===== src/rtl/cpu_types_pkg.sv =====
// Shared CPU datapath types: machine word, fetch-queue entry and address alignment helper.
package cpu_types_pkg;

   localparam int WORD_W = 32;

   typedef logic [WORD_W-1:0] word_t;

   typedef struct packed {
      word_t instr;
      word_t pc;
      word_t npc;
      logic  pred;
   } fetch_entry_t;

   function automatic word_t word_align(input word_t addr);
      return {addr[WORD_W-1:2], 2'b00};
   endfunction

endpackage


===== src/rtl/fetch_btb.sv =====
// Direct-mapped branch target buffer. Lookup reads the current contents, so an update
// at the same index becomes visible on the following cycle.
module fetch_btb
   import cpu_types_pkg::*;
#(
   parameter int ENTRIES = 4
) (
   input  logic  CLK,
   input  logic  nRST,
   input  word_t lookup_pc,
   output logic  hit,
   output word_t target,
   input  logic  upd,
   input  word_t upd_pc,
   input  word_t upd_target,
   input  logic  upd_taken
);

   localparam int IDX_W = $clog2(ENTRIES);
   localparam int TAG_W = WORD_W - 2 - IDX_W;

   logic [ENTRIES-1:0] valid;
   logic [TAG_W-1:0]   tags    [ENTRIES];
   word_t              targets [ENTRIES];

   logic [IDX_W-1:0] lk_idx;
   logic [IDX_W-1:0] up_idx;
   logic [TAG_W-1:0] lk_tag;
   logic [TAG_W-1:0] up_tag;
   logic             unused_low_bits;

   assign lk_idx = lookup_pc[IDX_W+1:2];
   assign lk_tag = lookup_pc[WORD_W-1:IDX_W+2];
   assign up_idx = upd_pc[IDX_W+1:2];
   assign up_tag = upd_pc[WORD_W-1:IDX_W+2];
   assign unused_low_bits = ^{lookup_pc[1:0], upd_pc[1:0]};

   assign hit    = valid[lk_idx] && (tags[lk_idx] == lk_tag);
   assign target = word_align(targets[lk_idx]);

   always_ff @(posedge CLK or negedge nRST) begin
      if (!nRST) begin
         valid <= '0;
      end else if (upd) begin
         if (upd_taken) begin
            valid[up_idx] <= 1'b1;
         end else if (tags[up_idx] == up_tag) begin
            valid[up_idx] <= 1'b0;
         end
      end
   end

   // Tag/target storage needs no reset: entries are qualified by valid.
   always_ff @(posedge CLK) begin
      if (upd && upd_taken) begin
         tags[up_idx]    <= up_tag;
         targets[up_idx] <= upd_target;
      end
   end

endmodule


===== src/rtl/fetch_stage.sv =====
// Instruction fetch stage: PC register, 2-entry fetch queue, flush/halt control.
// Optional branch prediction enabled by defining FETCH_BTB_EN.
module fetch_stage
   import cpu_types_pkg::*;
#(
   parameter word_t PC_INIT     = 32'h0,
   parameter int    BTB_ENTRIES = 4
) (
   input  logic  CLK,
   input  logic  nRST,
   output logic  imemREN,
   output word_t imemaddr,
   input  logic  ihit,
   input  word_t imemload,
   input  logic  stall,
   input  logic  flush,
   input  word_t redirect_pc,
   input  logic  halt,
   output logic  out_valid,
   output word_t out_instr,
   output word_t out_pc,
   output word_t out_npc,
   output logic  out_pred_taken,
   input  logic  btb_upd,
   input  word_t btb_upd_pc,
   input  word_t btb_upd_target,
   input  logic  btb_upd_taken
);

   localparam word_t PC_RESET = {PC_INIT[WORD_W-1:2], 2'b00};

   word_t        pc;
   word_t        seq_pc;
   word_t        pred_next;
   logic         halted;
   logic [1:0]   count;
   logic         rd_ptr;
   logic         wr_ptr;
   logic         push;
   logic         pop;
   logic         btb_hit;
   word_t        btb_target;
   fetch_entry_t fifo_mem [2];
   fetch_entry_t head;
   fetch_entry_t new_entry;

`ifdef FETCH_BTB_EN
   fetch_btb #(
      .ENTRIES(BTB_ENTRIES)
   ) u_btb (
      .CLK        (CLK),
      .nRST       (nRST),
      .lookup_pc  (pc),
      .hit        (btb_hit),
      .target     (btb_target),
      .upd        (btb_upd),
      .upd_pc     (btb_upd_pc),
      .upd_target (btb_upd_target),
      .upd_taken  (btb_upd_taken)
   );
`else
   localparam int unused_btb_entries = BTB_ENTRIES;
   logic unused_btb_upd;

   assign unused_btb_upd = ^{btb_upd, btb_upd_pc, btb_upd_target, btb_upd_taken};
   assign btb_hit        = 1'b0;
   assign btb_target     = '0;
`endif

   assign seq_pc    = pc + 32'd4;
   assign pred_next = btb_hit ? btb_target : seq_pc;
   assign imemaddr  = pc;

   // Reset gates the request combinationally so an in-flight read is dropped at once.
   assign imemREN = nRST && !halted && !flush && (count != 2'd2);
   assign push    = imemREN && ihit;
   assign pop     = out_valid && !stall;

   assign new_entry = '{instr: imemload, pc: pc, npc: seq_pc, pred: btb_hit};

   always_ff @(posedge CLK or negedge nRST) begin
      if (!nRST) begin
         pc     <= PC_RESET;
         halted <= 1'b0;
         count  <= 2'd0;
         rd_ptr <= 1'b0;
         wr_ptr <= 1'b0;
      end else begin
         if (halt) begin
            halted <= 1'b1;
         end
         if (flush) begin
            count  <= 2'd0;
            rd_ptr <= 1'b0;
            wr_ptr <= 1'b0;
            if (!halted) begin
               pc <= word_align(redirect_pc);
            end
         end else begin
            if (push) begin
               wr_ptr <= ~wr_ptr;
               pc     <= pred_next;
            end
            if (pop) begin
               rd_ptr <= ~rd_ptr;
            end
            case ({push, pop})
               2'b10:   count <= count + 2'd1;
               2'b01:   count <= count - 2'd1;
               default: count <= count;
            endcase
         end
      end
   end

   // Fetch queue storage: written only on push, qualified by count.
   always_ff @(posedge CLK) begin
      if (push) begin
         fifo_mem[wr_ptr] <= new_entry;
      end
   end

   assign head      = fifo_mem[rd_ptr];
   assign out_valid = (count != 2'd0) && !halted;

   always_comb begin
      out_instr      = '0;
      out_pc         = '0;
      out_npc        = '0;
      out_pred_taken = 1'b0;
      if (out_valid) begin
         out_instr      = head.instr;
         out_pc         = head.pc;
         out_npc        = head.npc;
         out_pred_taken = head.pred;
      end
   end

endmodule


===== config.mk =====
export PLATFORM = sky130hd
export DESIGN_NAME = fetch_stage
export DESIGN_NICKNAME = d
export VERILOG_FILES = /design/src/rtl/cpu_types_pkg.sv /design/src/rtl/fetch_btb.sv /design/src/rtl/fetch_stage.sv
export SDC_FILE = /design/constraint.sdc
export NUM_CORES = 1
export LEC_CHECK = 0
export ABC_AREA = 1
export CAP_MARGIN = 20
export CORE_MARGIN = 2
export CORE_UTILIZATION = 53
export DETAILED_ROUTE_END_ITERATION = 16
export PLACE_DENSITY = 0.95
export SLEW_MARGIN = 30
export SYNTH_ARGS = -nofsm -noshare
export SYNTH_HDL_FRONTEND = slang
export SYNTH_HIERARCHICAL = 1
export SYNTH_SLANG_ARGS = --single-unit
export TNS_END_PERCENT = 50

===== constraint.sdc =====
create_clock -name CLK -period 10.78 [get_ports CLK]
set_clock_uncertainty 0.05 [all_clocks]
set_input_delay 1.617 -clock CLK [delete_from_list [all_inputs] [get_ports CLK]]
set_output_delay 1.617 -clock CLK [all_outputs]
set_load 0.02 [all_outputs]

==> flow_summary_export.csv <==
group,metric,value,unit
grt,grt_pass1_vias,7271,
grt,grtUsageTotal,0.237,
logic_synthesis,ys_warn_count,6,
cts,h-tree-depth,1,
routing,post-route-drc-count,0,
power,vdd_ir_drop_max,0.000109,V
logic_synthesis,synth.largest_area_cell,"edfxtp_1",
finish,drive_gt1_frac,0.141,
sta,slew_headroom,0.397,
sta,tightest_slew,0.905,ns
cts,post_cts_resized,0,
finish,syn_to_final_growth,28.0,%
finish,nFillCells,1288,
grt,grt_pass1_wl,37500,µm
critical_path,crit_start,"flush",
routing,drt_first_iter_violations,623,
routing,totalWireLength,24300,µm
routing,wl_per_cell,17.6,µm
cts,holdBufCountCts,0,
cts,clk_latency,0.50,ns
sta,fin_crit,5.15,ns
sta,rsz0062_at_grt,"no",
cts,clk_path_buf_depth,3,
routing,detail_route.first_pass.iterations,5,
placed_design,dp_hpwl,16000,µm
worst_hold_path,min-delay-start,"halted",
logic_synthesis,netlist_instances,939,
power,leakagePower,5.41,nW
cts,cts_root_buffer,"clkbuf_16",
finish,nets,1266,
floorplan,start_util,0.541,
sta,max_freq,194,MHz
floorplan,die_area,20300,µm²
routing,ant_nets,0,
cts,cts_inserted_buffers,23,
job,cap_violations,0,
sta,setup_tns,0,ns
critical_path,start_kind,"input pin",
placed_design,portBuffers,191,
logic_synthesis,yosysUniqueCellTypes,34,
floorplan,die_height,142,µm
logic_synthesis,synth-seq-area-share,0.631,
floorplan,num_rows,50,
critical_path,critPathRequiredTime,9.11,ns
finish,final_util,0.692,
logic_synthesis,avgSynthCellArea,10.8,µm²
grt,antenna_found_initial,0,
critical_path,end_kind,"primary output",
sta,final.period_utilization,0.477,
placed_design,place_area,12300,µm²
floorplan,core,18800,µm²
cts,clk_pin_slew,0.06,ns
floorplan,fp.dieW,142,µm
status,status,"complete, no violations",
critical_path,worstPathArrival,3.48,ns
worst_hold_path,hold_path_class,"reg -> reg",
floorplan,io_pins,267,
logic_synthesis,synth.area.top_cells,"edfxtp_1, mux2_2, nand2_1",
sta,setup_viol,0,
cts,cts_setup_buffers,0,
finish,fin_area,13000,µm²
critical_path,reg2reg_from,"count[0]",
placed_design,gp_congestion,0.897,
routing,vias,7334,
power,cellPowerDensity,144,nW/µm²
logic_synthesis,ys_seq_elements,219,
sta,hold_violations,0,
logic_synthesis,syn-cell-area,10100,µm²
critical_path,crit_type,"in -> out",
routing,detail_route.vias_per_cell,5.31,
critical_path,cp_max_fo,18,
cts,cts_tree,"yes",
cts,cts.sinks,219,
grt,gr-total-overflow,0,
sta,drv_slew,0,
logic_synthesis,synth_top_area_frac,0.544,
grt,grt_max_degree,94,
-- worst paths after layout --
check	endpoint	slack, ns	cells after the start
max	imemREN	5.63	5
min	halted	0.51	1
max reg2reg	imemaddr[21]	8.32	8
min reg2reg	halted	0.51	1
max in group asynchronous	rd_ptr	9.12	2
min in group asynchronous	imemaddr[29]	1.14	2
-- cells by family (layout without fill, tap and decap cells) --
| logic type | count (synthesis) | in the layout | synth area share |
|---|---|---|---|
| other | 1 | 8 | 0.000370 |
| adders and majority gates | 1 | 1 | 0.00123 |
| buffers and inverters | 176 | 376 | 0.0730 |
| muxes | 92 | 92 | 0.102 |
| and+or+nand+nor | 403 | 403 | 0.164 |
| AOI/OAI and AO/OA | 39 | 39 | 0.0213 |
| xor gates and xnor gates | 8 | 8 | 0.00690 |
| DFF | 219 | 219 | 0.631 |
-- registers in the layout (all words and copies together), names as in the netlist --
| register | cells |
|---|---|
| count | 2 |
| fifo_mem | 184 |
| halted | 1 |
| imemaddr | 30 |
| rd_ptr | 1 |
| wr_ptr | 1 |
-- per-stage QoR --
| step | instances | hold WS, ns | total power, mW | setup WS, ns |
|---|---|---|---|---|
| 3_3_place_gp | 1336 | 0.489 | 1.13 | 5.61 |
| 4_1_cts | 1379 | 0.511 | 1.88 | 5.64 |
| 5_1_grt | 1379 | 0.532 | 1.93 | 5.52 |
| 2_1_floorplan | 945 | 0.462 | 1.06 | 4.34 |
| 6_report | 1380 | 0.513 | 1.87 | 5.63 |
| 3_5_place_dp | 1338 | 0.494 | 1.14 | 5.65 |
-- metal layers --
layer,wire length [µm],up-vias,GRT usage
met5,0,-,0
met4,1310,0,0.122
met3,1830,96,0.0441
met2,11800,359,0.407
met1,9350,3450,0.287
li1,-,3429,-
-- cells in the mapped netlist --
library cell,count
nand4_1,4
o21ai_0,17
buf_1,2
xnor2_1,2
clkinv_1,1
a21oi_1,6
o22ai_1,3
a31oi_1,2
buf_6,2
a21oi_2,1
nand2_2,5
nand4_4,1
nand2_1,259
o21ai_2,3
xor2_1,6
clkbuf_1,8
nor2_2,3
o21ai_1,7
buf_4,8
nand2_4,1
inv_2,1
or2_2,1
inv_1,134
nand3_1,30
buf_2,19
conb_1,1
mux2_2,92
buf_8,1
nand3b_1,4
dfrtp_1,35
edfxtp_1,184
nor2_4,6
nor2_1,89
ha_1,1
-- critical path, cell delays in order --
cell             delay, ns
clkdlybuf4s50_1       0.80
nor2_4                0.28
nand2_1               0.07
nor2_1                0.10
clkdlybuf4s50_1       0.60
-- report_power, final --
part	switching [mW]	total, mW	internal, mW
clock network	0.310	0.747	0.437
logic	0.0831	0.149	0.0660
registers	0.0353	0.979	0.943
total	0.428	1.87	1.45
-- final cells by class --
type | instances | area [µm²] | share of cell area
Antenna cell | 1 | 2.50 | 0.000193
Clock inverter | 7 | 38.8 | 0.00299
Multi-Input combinational cell | 550 | 3040 | 0.234
Timing Repair Buffer | 199 | 2010 | 0.155
Tap cell | 234 | 293 | 0.0225
Clock buffer | 34 | 679 | 0.0523
Sequential cell | 219 | 6400 | 0.493
Inverter | 136 | 512 | 0.0394
-- layout by cell type (no fill, tap or decap), types with 4 or more instances in the layout --
| master | instances |
|---|---|
| mux2_2 | 92 |
| o21ai_1 | 7 |
| nand3_1 | 30 |
| nand2_1 | 259 |
| edfxtp_1 | 184 |
| clkbuf_16 | 25 |
| clkbuf_1 | 7 |
| dfrtp_1 | 34 |
| nand4_1 | 4 |
| buf_4 | 5 |
| a21oi_1 | 6 |
| nand3b_1 | 4 |
| nor2_4 | 8 |
| nand2_2 | 5 |
| nor2_1 | 87 |
| clkinv_2 | 7 |
| inv_1 | 133 |
| clkdlybuf4s50_1 | 190 |
| o21ai_0 | 17 |
| xor2_1 | 6 |
| conb_1 | 7 |
(Power assumes the default switching activity.)
